--- src/rtl/tcu_fedp_arbiter_pkg.sv ---
// rtl/tcu_fedp_arbiter_pkg.sv - shared TCU constants, format encodings and FEDP arbiter slot type
package tcu_fedp_arbiter_pkg;

    localparam int TCU_MAX_INPUTS = 8;

    localparam logic [3:0] TCU_FMT_FP32 = 4'd0;
    localparam logic [3:0] TCU_FMT_FP16 = 4'd1;
    localparam logic [3:0] TCU_FMT_BF16 = 4'd2;
    localparam logic [3:0] TCU_FMT_I8   = 4'd3;

    // Slot fields are sized for the largest supported arbiter; instances use the low bits.
    localparam int FEDP_ARB_IDX_MAX_W = 8;
    localparam int FEDP_ARB_TAG_MAX_W = 16;

    typedef struct packed {
        logic                          valid;
        logic [FEDP_ARB_IDX_MAX_W-1:0] idx;
        logic [FEDP_ARB_TAG_MAX_W-1:0] tag;
    } fedp_arb_slot_t;

endpackage

--- src/rtl/tcu_rr_arbiter.sv ---
// rtl/tcu_rr_arbiter.sv - combinational round-robin pick starting at a supplied pointer
module tcu_rr_arbiter #(
    parameter int NUM_REQS = 4,
    parameter int IDX_W    = $clog2(NUM_REQS)
) (
    input  logic [NUM_REQS-1:0] req,
    input  logic [IDX_W-1:0]    ptr,
    output logic [NUM_REQS-1:0] grant_oh,
    output logic [IDX_W-1:0]    grant_idx,
    output logic                grant_valid
);

    always_comb begin : scan
        logic [IDX_W:0]   pos;
        logic [IDX_W-1:0] cand;
        pos         = '0;
        cand        = '0;
        grant_oh    = '0;
        grant_idx   = '0;
        grant_valid = 1'b0;
        for (int i = 0; i < NUM_REQS; i++) begin
            pos = {1'b0, ptr} + (IDX_W+1)'(i);
            if (pos >= (IDX_W+1)'(NUM_REQS)) begin
                pos = pos - (IDX_W+1)'(NUM_REQS);
            end
            cand = pos[IDX_W-1:0];
            if (!grant_valid && req[cand]) begin
                grant_valid    = 1'b1;
                grant_idx      = cand;
                grant_oh[cand] = 1'b1;
            end
        end
    end

endmodule

--- src/rtl/tcu_fedp_arbiter.sv ---
// rtl/tcu_fedp_arbiter.sv - round-robin sharing of one fixed-latency FEDP pipeline
// with a shadow pipeline carrying requester index and tag alongside the datapath.
module tcu_fedp_arbiter
    import tcu_fedp_arbiter_pkg::*;
#(
    parameter int NUM_REQS = 4,
    parameter int N        = 2,
    parameter int LATENCY  = 4,
    parameter int TAG_W    = 8,
    parameter int IDX_W    = $clog2(NUM_REQS)
) (
    input  logic                          clk,
    input  logic                          reset,
    input  logic [NUM_REQS-1:0]           req_valid,
    output logic [NUM_REQS-1:0]           req_ready,
    input  logic [NUM_REQS*4-1:0]         req_fmt_s,
    input  logic [NUM_REQS*N*32-1:0]      req_a_row,
    input  logic [NUM_REQS*N*32-1:0]      req_b_col,
    input  logic [NUM_REQS*32-1:0]        req_c_val,
    input  logic [NUM_REQS*TAG_W-1:0]     req_tag,
    output logic                          fedp_enable,
    output logic [TCU_MAX_INPUTS-1:0]     fedp_vld_mask,
    output logic [3:0]                    fedp_fmt_s,
    output logic [N*32-1:0]               fedp_a_row,
    output logic [N*32-1:0]               fedp_b_col,
    output logic [31:0]                   fedp_c_val,
    input  logic [31:0]                   fedp_d_val,
    output logic                          rsp_valid,
    input  logic                          rsp_ready,
    output logic [IDX_W-1:0]              rsp_idx,
    output logic [TAG_W-1:0]              rsp_tag,
    output logic [31:0]                   rsp_d_val,
    output logic [$clog2(LATENCY+1)-1:0]  inflight
);

    localparam int CNT_W = $clog2(LATENCY+1);

    fedp_arb_slot_t   slots_q [LATENCY];
    fedp_arb_slot_t   slots_d [LATENCY];
    fedp_arb_slot_t   head;
    logic [IDX_W-1:0] rr_ptr_q, rr_ptr_d;
    logic [CNT_W-1:0] inflight_q, inflight_d;

    logic [NUM_REQS-1:0] grant_oh;
    logic [IDX_W-1:0]    grant_idx;
    logic                grant_valid;
    logic                stall;
    logic                issue;
    logic                retire;
    logic                unused_head_bits;

    tcu_rr_arbiter #(
        .NUM_REQS (NUM_REQS),
        .IDX_W    (IDX_W)
    ) u_rr (
        .req         (req_valid),
        .ptr         (rr_ptr_q),
        .grant_oh    (grant_oh),
        .grant_idx   (grant_idx),
        .grant_valid (grant_valid)
    );

    assign head             = slots_q[LATENCY-1];
    assign unused_head_bits = ^{head.idx, head.tag};

    // A bubble at the head never stalls; only an unaccepted result freezes the datapath.
    assign stall       = head.valid & ~rsp_ready;
    assign fedp_enable = ~stall;
    assign issue       = grant_valid & fedp_enable & ~reset;
    assign retire      = head.valid & rsp_ready;

    assign rsp_valid = head.valid;
    assign rsp_idx   = head.idx[IDX_W-1:0];
    assign rsp_tag   = head.tag[TAG_W-1:0];
    assign rsp_d_val = fedp_d_val;
    assign inflight  = inflight_q;

    always_comb begin
        req_ready     = '0;
        fedp_vld_mask = '0;
        fedp_fmt_s    = '0;
        fedp_a_row    = '0;
        fedp_b_col    = '0;
        fedp_c_val    = '0;
        if (issue) begin
            req_ready     = grant_oh;
            fedp_vld_mask = '1;
            fedp_fmt_s    = req_fmt_s[int'(grant_idx)*4 +: 4];
            fedp_a_row    = req_a_row[int'(grant_idx)*N*32 +: N*32];
            fedp_b_col    = req_b_col[int'(grant_idx)*N*32 +: N*32];
            fedp_c_val    = req_c_val[int'(grant_idx)*32 +: 32];
        end
    end

    always_comb begin
        slots_d    = slots_q;
        rr_ptr_d   = rr_ptr_q;
        inflight_d = inflight_q;
        if (fedp_enable) begin
            slots_d[0] = '0;
            if (issue) begin
                slots_d[0].valid = 1'b1;
                slots_d[0].idx   = FEDP_ARB_IDX_MAX_W'(grant_idx);
                slots_d[0].tag   = FEDP_ARB_TAG_MAX_W'(req_tag[int'(grant_idx)*TAG_W +: TAG_W]);
            end
            for (int k = 1; k < LATENCY; k++) begin
                slots_d[k] = slots_q[k-1];
            end
            inflight_d = inflight_q + CNT_W'(issue) - CNT_W'(retire);
        end
        if (issue) begin
            rr_ptr_d = (grant_idx == IDX_W'(NUM_REQS-1)) ? '0 : grant_idx + 1'b1;
        end
    end

    always_ff @(posedge clk) begin
        if (reset) begin
            for (int k = 0; k < LATENCY; k++) begin
                slots_q[k] <= '0;
            end
            rr_ptr_q   <= '0;
            inflight_q <= '0;
        end else begin
            slots_q    <= slots_d;
            rr_ptr_q   <= rr_ptr_d;
            inflight_q <= inflight_d;
        end
    end

endmodule

--- config.mk ---
export PLATFORM = sky130hd
export DESIGN_NAME = tcu_fedp_arbiter
export DESIGN_NICKNAME = d
export VERILOG_FILES = /design/src/rtl/tcu_fedp_arbiter_pkg.sv /design/src/rtl/tcu_rr_arbiter.sv /design/src/rtl/tcu_fedp_arbiter.sv
export SDC_FILE = /design/constraint.sdc
export NUM_CORES = 1
export LEC_CHECK = 0
export ABC_AREA = 0
export CAP_MARGIN = 20
export CORE_AREA = 2 2 368 370
export CTS_CLUSTER_DIAMETER = 150
export DETAILED_ROUTE_END_ITERATION = 10
export DIE_AREA = 0 0 370 372
export SETUP_SLACK_MARGIN = 0.5
export SLEW_MARGIN = 15
export SYNTH_ARGS = -nofsm -noshare
export SYNTH_HDL_FRONTEND = slang
export SYNTH_SLANG_ARGS = --single-unit
--- constraint.sdc ---
create_clock -name clk -period 11.9 [get_ports clk]
set_input_delay 2.38 -clock clk [delete_from_list [all_inputs] [get_ports clk]]
set_output_delay 2.38 -clock clk [all_outputs]
set_load 0.02 [all_outputs]
==> results of run 1 <==
## area by class of cell
| type | instances | area [um^2] | share of cell area (%) |
|---|---|---|---|
| tap | 1781 | 2228 | 12.05 |
| multi-input combinational | 546 | 6070 | 32.81 |
| sequential | 49 | 980.9 | 5.303 |
| timing repair buffer | 899 | 9001 | 48.66 |
| clock inverter | 2 | 13.76 | 0.07440 |
| antenna | 21 | 52.55 | 0.2841 |
| clock buffer | 5 | 125.1 | 0.6764 |
| inverter | 6 | 27.53 | 0.1488 |
## synth_stat cells, drive strengths merged, types with 4 or more instances
| library cell | count |
|---|---|
| mux4 | 166 |
| a22oi | 4 |
| and2 | 165 |
| inv | 5 |
| nand2 | 87 |
| ha | 10 |
| buf | 96 |
| a21oi | 36 |
| nor2 | 15 |
| dfxtp | 49 |
| mux2i | 19 |
| clkbuf | 30 |
| o221ai | 7 |
| a221oi | 4 |
## routing by layer
layer	share of wire, %	wire [um]	up-vias	global-route usage [%]
met5	0.34	350	-	0
met4	2.2	2241	56	2.619
met3	12	11850	205	6.487
met2	49	49460	792	24.25
met1	37	38070	5166	15.86
li1	-	-	4278	-
## power by group through the flow
stage	clock network [uW]	logic [uW]	registers (uW)
final	153	2650	225
after global routing	166	2810	230
after CTS	166	2710	225
after detailed placement	0	2710	228
after global placement	0	2700	229
after floorplan	0	1710	217
## how the worst max path moves through the flow
stage,cells after the start,startpoint,end
final,9,req_valid[1],fedp_b_col[61]
after global routing,9,req_valid[1],fedp_fmt_s[2]
after CTS,9,req_valid[1],fedp_fmt_s[2]
after detailed placement,9,req_valid[1],fedp_fmt_s[2]
after global placement,9,req_valid[1],fedp_fmt_s[2]
after floorplan,9,req_valid[2],fedp_b_col[0]
## logic make-up (layout without fill, tap and decap cells)
logic type | after synthesis | after routing | synth area share, %
muxes | 185 | 185 | 48.61
AOI/OAI and AO/OA | 67 | 67 | 5.356
other | 0 | 21 | 0
DFF | 49 | 49 | 12.14
xor gates and xnor gates | 2 | 2 | 0.2168
and+or+nand+nor | 281 | 281 | 18.84
buffers and inverters | 132 | 912 | 13.05
adders and majority gates | 11 | 11 | 1.796
## metrics by stage
stage | total power (uW) | worst slack [ns] | hold WS, ns | cells | cell area (um^2)
detailed placement | 2934 | 2.771 | 0.4385 | 3281 | 18310
global placement | 2925 | 2.791 | 0.4443 | 3281 | 18310
floorplan | 1930 | 4.911 | 0.4227 | 727 | 8083
finish | 3025 | 2.806 | 0.4505 | 3309 | 18500
CTS | 3105 | 2.767 | 0.4497 | 3288 | 18450
global route | 3204 | 2.639 | 0.4685 | 3294 | 18460
## registers in the layout (all words and copies together), names as in the netlist
name	flops
rsp_idx	2
slots_q	33
inflight	3
rsp_tag	8
rsp_valid	1
rr_ptr_q	2
## critical path, cell delays in order
cell	delay, ns
clkdlybuf4s50_1	0.58
mux4_2	0.57
nor2b_4	0.16
or3_4	0.38
nand2_8	0.44
buf_12	0.42
mux4_2	0.68
and2_1	0.20
clkdlybuf4s50_1	0.70
==> metrics.cfg, run 1 <==
[floorplan]
ios = 950
die_area_um2 = 137600
initial_core_util_pct = 6.019
rows = 135
die_width_um = 370
fp.coreArea_um2 = 134300
die_h_um = 372

[global_routing]
antenna_found_initial = 129
grt_use_total_pct = 14.05
grt_pass1_vias = 10637
grt_max_degree = 113
grt_overflow = 0
grt_pass1_wl_um = 122700

[pwr]
power_frac_comb_pct = 87.5
switchingPower_uw = 1406
p_int_uw = 1618
clockPowerShare_pct = 5.1
switching_share_pct = 46.50
seqPwrFrac_pct = 7.4
powerDensity_nw_per_um2 = 163.5
leakagePower_uw = 0.005917
peakVddDrop_mv = 0.1607

[synth]
yosysTopAreaCell = mux4_2
syn_inst = 727
synth_top_area_share_pct = 46.25
synthTopCellsByArea = mux4_2 46%, and2_1 13%, dfxtp_1 12%
ys_seq_area_share_pct = 12.14
synth_async_sr_flop_share_pct = 0
dominantRegCellSynth = dfxtp_1
yosysWarnings = 0
synth_area_um2 = 8083
avgSynthCellArea_um2 = 11.12
synth_edf_count = 0
ys_ff_latch = 49
synth_fp_nets = 1465
synth.distinct_cells = 45

[drt]
dr.pass1.iters = 4
num_vias = 10497
drt-total-wl_um = 102000
wl_per_cell_um = 30.82
vias_per_cell = 3.172
drc = 0
ant_nets = 0
drt_iter0_markers = 692

[sta]
max_slew.worst_pin.slew_ns = 1.075
report.final.hold_viol_count = 0
max-slew-margin-rel_pct = 28.08
fin_tns_setup_ns = 0
rsz0062_at_grt = false
fin_skew_ns = 0.01695
finalSetupViolCount = 0
fmax_mhz = 110.0
min_period_ns = 9.094
min_period_over_period_pct = 76.42
drv_slew = 0

[run_status]
status = finished, final reports clean

[layout]
final_cell_mix = 885 x clkdlybuf4s50_1, 166 x mux4_2, 165 x and2_1, 86 x nand2_1, 49 x dfxtp_1
layout-drive-gt1-share_pct = 13.01
syn_to_final_growth_pct = 128.9
nNetsFinal = 2245
fill_cells = 15180
final_common_cell = clkdlybuf4s50_1
post-route-util_pct = 13.78

[clock_tree]
cts_num_sinks = 49
cts.path.max_buffers = 2
clk_pin_slew_worst_paths_ns = 0.07
ctsResizeCount = 0
cts_buffers = 5
insertion_delay_ns = 0.32
h-tree-depth = 2
cts_tree = yes
hold_buffers = 0
root_buffer = clkbuf_16
cts_setup_buffers = 0

[critical_path]
r2r_cells = 9
critPathMaxFanout = 63
r2r_end = slots_q[81]
end_kind = primary output
worstPathArrival_ns = 6.71
cp_data_required_time_ns = 9.52
r2r_start = rr_ptr_q[0]
reg2reg_slack_ns = 7.43
critical_path_class = in -> out
start_kind = primary input

[job]
maxCapViolCount = 0

[place]
gp_congestion = 1.047
dp_hpwl_um = 93520
port_buffers = 885

[min_path]
hp-class = reg -> reg
worstHoldStart = slots_q[92]
hold_depth = 2
hold_end = slots_q[92]

Note: power is estimated with default switching activity, not from simulation.
==> run 2: changes to the inputs <==
--- a/config.mk
+++ b/config.mk
@@ -7,10 +7,10 @@
 export LEC_CHECK = 0
 export ABC_AREA = 0
 export CAP_MARGIN = 20
-export CORE_AREA = 2 2 368 370
+export CORE_AREA = 2 2 369 371
 export CTS_CLUSTER_DIAMETER = 150
 export DETAILED_ROUTE_END_ITERATION = 10
-export DIE_AREA = 0 0 370 372
+export DIE_AREA = 0 0 371 373
 export SETUP_SLACK_MARGIN = 0.5
 export SLEW_MARGIN = 15
 export SYNTH_ARGS = -nofsm -noshare
==> constraint.sdc (replaced) <==
create_clock -name clk -period 7.6 [get_ports clk]
set_input_delay 1.52 -clock clk [delete_from_list [all_inputs] [get_ports clk]]
set_output_delay 1.52 -clock clk [all_outputs]
set_load 0.02 [all_outputs]
==> run 2 against run 1 <==
Critical path depth stayed put. First-iteration DRC count is 3.6% lower. Final cell count is 0.63% higher. Clock skew is 0.00087 ns higher. Routed wire length is 2.6% lower.
==> metrics.cfg, run 2 (synthesis results as in run 1) <==
[critical_path]
cp_data_required_time_ns = 6.08  ; was 9.52 ns
crit_chain = clkdlybuf4s50_1 > mux4_2 > nor2b_4 > or3_4 > nand2_8 > buf_4 > mux4_2 > and2_1 > clkdlybuf4s50_1  ; was clkdlybuf4s50_1 > mux4_2 > nor2b_4 > or3_4 > nand2_8 > buf_12 > mux4_2 > and2_1 > clkdlybuf4s50_1
start_kind = primary input  ; unchanged
worstPathArrival_ns = 5.31  ; was 6.71 ns
critPathMaxFanout = 26  ; was 63
end_kind = primary output  ; unchanged
cp_top_family = buffers and inverters  ; unchanged
cp_slowest_cell = clkdlybuf4s50_1  ; unchanged
critical_path_class = in -> out  ; unchanged
cp.buffers_inverters = 3  ; unchanged
cpPeakStageDelay_ns = 0.59  ; was 0.70 ns

[pwr]
clockPowerShare_pct = 5.4  ; was 5.1%
powerDensity_nw_per_um2 = 252.9  ; was 163.5 nW/um^2
power_uw = 4690  ; was 3025 uW
leakagePower_uw = 0.006054  ; was 0.005917 uW
p_int_uw = 2560  ; was 1618 uW
power_frac_comb_pct = 87.2  ; was 87.5%
switchingPower_uw = 2130  ; was 1406 uW
peakVddDrop_mv = 0.2251  ; was 0.1607 mV
switching_share_pct = 45.41  ; was 46.50%
seqPwrFrac_pct = 7.4  ; about the same

[sta]
min_period_ns = 6.831
max_slew.worst_pin.slew_ns = 0.8076  ; was 1.075 ns
finalSetupViolCount = 0  ; unchanged
drv_slew = 0  ; unchanged
max-slew-margin-rel_pct = 45.96  ; was 28.08%
rsz0062_at_grt = false  ; unchanged
fmax_mhz = 146.4
fin_skew_ns = 0.01781  ; was 0.01695 ns
fin_tns_setup_ns = 0  ; unchanged
min_period_over_period_pct = 89.89
report.final.hold_viol_count = 0  ; unchanged

[drt]
wl_per_cell_um = 29.83  ; was 30.82 um
drt-total-wl_um = 99330  ; was 102000 um
num_vias = 10287  ; was 10497
vias_per_cell = 3.089  ; was 3.172
dr.pass1.iters = 5  ; was 4
ant_nets = 0  ; unchanged
drt_iter0_markers = 667  ; was 692
drc = 0  ; unchanged

[layout]
largest_register_ffs = 33  ; unchanged
fill_cells = 15249  ; was 15180
final_cell_mix = 836 x clkdlybuf4s50_1, 166 x mux4_2, 165 x and2_1, 86 x nand2_1, 62 x buf_4  ; was 885 x clkdlybuf4s50_1, 166 x mux4_2, 165 x and2_1, 86 x nand2_1, 49 x dfxtp_1
layout-drive-gt1-share_pct = 16.75  ; was 13.01%
final_common_cell = clkdlybuf4s50_1  ; unchanged
max_flop_register = slots_q  ; unchanged
syn_to_final_growth_pct = 129.5  ; was 128.9%
nNetsFinal = 2253  ; was 2245

[clock_tree]
root_buffer = clkbuf_16  ; unchanged
cts_tree = yes  ; unchanged
cts_buffers = 5  ; unchanged
ctsResizeCount = 0  ; unchanged
cts_num_sinks = 49  ; unchanged
hold_buffers = 0  ; unchanged
insertion_delay_ns = 0.31  ; was 0.32 ns
cts_setup_buffers = 0  ; unchanged
clk_pin_slew_worst_paths_ns = 0.08  ; was 0.07 ns
cts.path.max_buffers = 2  ; unchanged
h-tree-depth = 2  ; unchanged

[floorplan]
die_h_um = 373  ; was 372 um
die_width_um = 371  ; was 370 um
ios = 950  ; unchanged
die_area_um2 = 138400  ; was 137600 um^2
rows = 135  ; unchanged
fp.coreArea_um2 = 134600  ; was 134300 um^2
initial_core_util_pct = 6.004  ; was 6.019%

[global_routing]
antenna_found_initial = 95  ; was 129
grt_pass1_vias = 10728  ; was 10637
grt_pass1_wl_um = 120300  ; was 122700 um
grt_use_total_pct = 13.70  ; was 14.05%
grt_max_degree = 74  ; was 113
grt_overflow = 0  ; unchanged

[min_path]
hp-class = reg -> reg  ; unchanged

[place]
dp_hpwl_um = 92570  ; was 93520 um
gp_congestion = 1.022  ; was 1.047
port_buffers = 885  ; unchanged

[job]
maxCapViolCount = 0  ; unchanged

[run_status]
status = finished, final reports clean  ; unchanged

## run 2: final timing paths
path | end | cells past startpoint | slack (ns) | startpoint
min | rsp_tag[5] | 2 | 0.45 | slots_q[30]
max | fedp_b_col[35] | 9 | 0.77 | req_valid[1]
min reg2reg | rsp_tag[5] | 2 | 0.45 | slots_q[30]
max reg2reg | slots_q[78] | 10 | 3.34 | rr_ptr_q[0]
## run 2: worst reg2reg max path: stages, from the launching register on
cell and delay, ns:
dfxtp_1 0.69, inv_1 0.30, ha_1 0.62, mux4_2 0.65, o21bai_1 0.20, a21o_2 0.27
nand2_8 0.32, buf_4 0.31, buf_12 0.23, mux2i_1 0.36, o221ai_1 0.15
## run 2: power groups by stage
stage | clock (uW) | combinational (uW) | sequential, uW
finish | 251 | 4090 | 349
floorplan | 0 | 2680 | 340
CTS | 270 | 4200 | 349
global placement | 0 | 4190 | 354
global route | 275 | 4380 | 357
detailed placement | 0 | 4190 | 354
## run 2: final cells by class
cell class              instances  area (um^2)  area share, %
diodes                         33        82.58         0.4452
clock buffers                   6        138.9         0.7488
clock inverters                 2        16.27        0.08770
inverters                       6        27.53         0.1484
multi-input cells             546         6075          32.75
flip-flops and latches         49        980.9          5.289
well taps                    1781         2228          12.01
repair buffers                907         8999          48.52
## run 2: per-layer routing
metal	routed length, um	up-vias	part of all wire, %	global-route usage [%]
li1	-	4317	-	-
met3	14380	178	14	7.970
met4	4160	46	4.2	5.171
met1	32460	4987	33	13.50
met5	291	-	0.29	0
met2	48040	759	48	23.52
## run 2: stage by stage
step	setup slack [ns]	hold slack, ns	utilization, %	instances	cell area [um^2]
6_report	0.7686	0.4477	13.78	3330	18550
5_1_grt	0.6354	0.4648	13.76	3318	18520
4_1_cts	0.7291	0.4463	13.72	3297	18470
3_5_place_dp	0.7378	0.4402	13.60	3289	18310
3_3_place_gp	0.7155	0.4344	13.60	3289	18310
2_1_floorplan	2.331	0.4227	-	727	8083
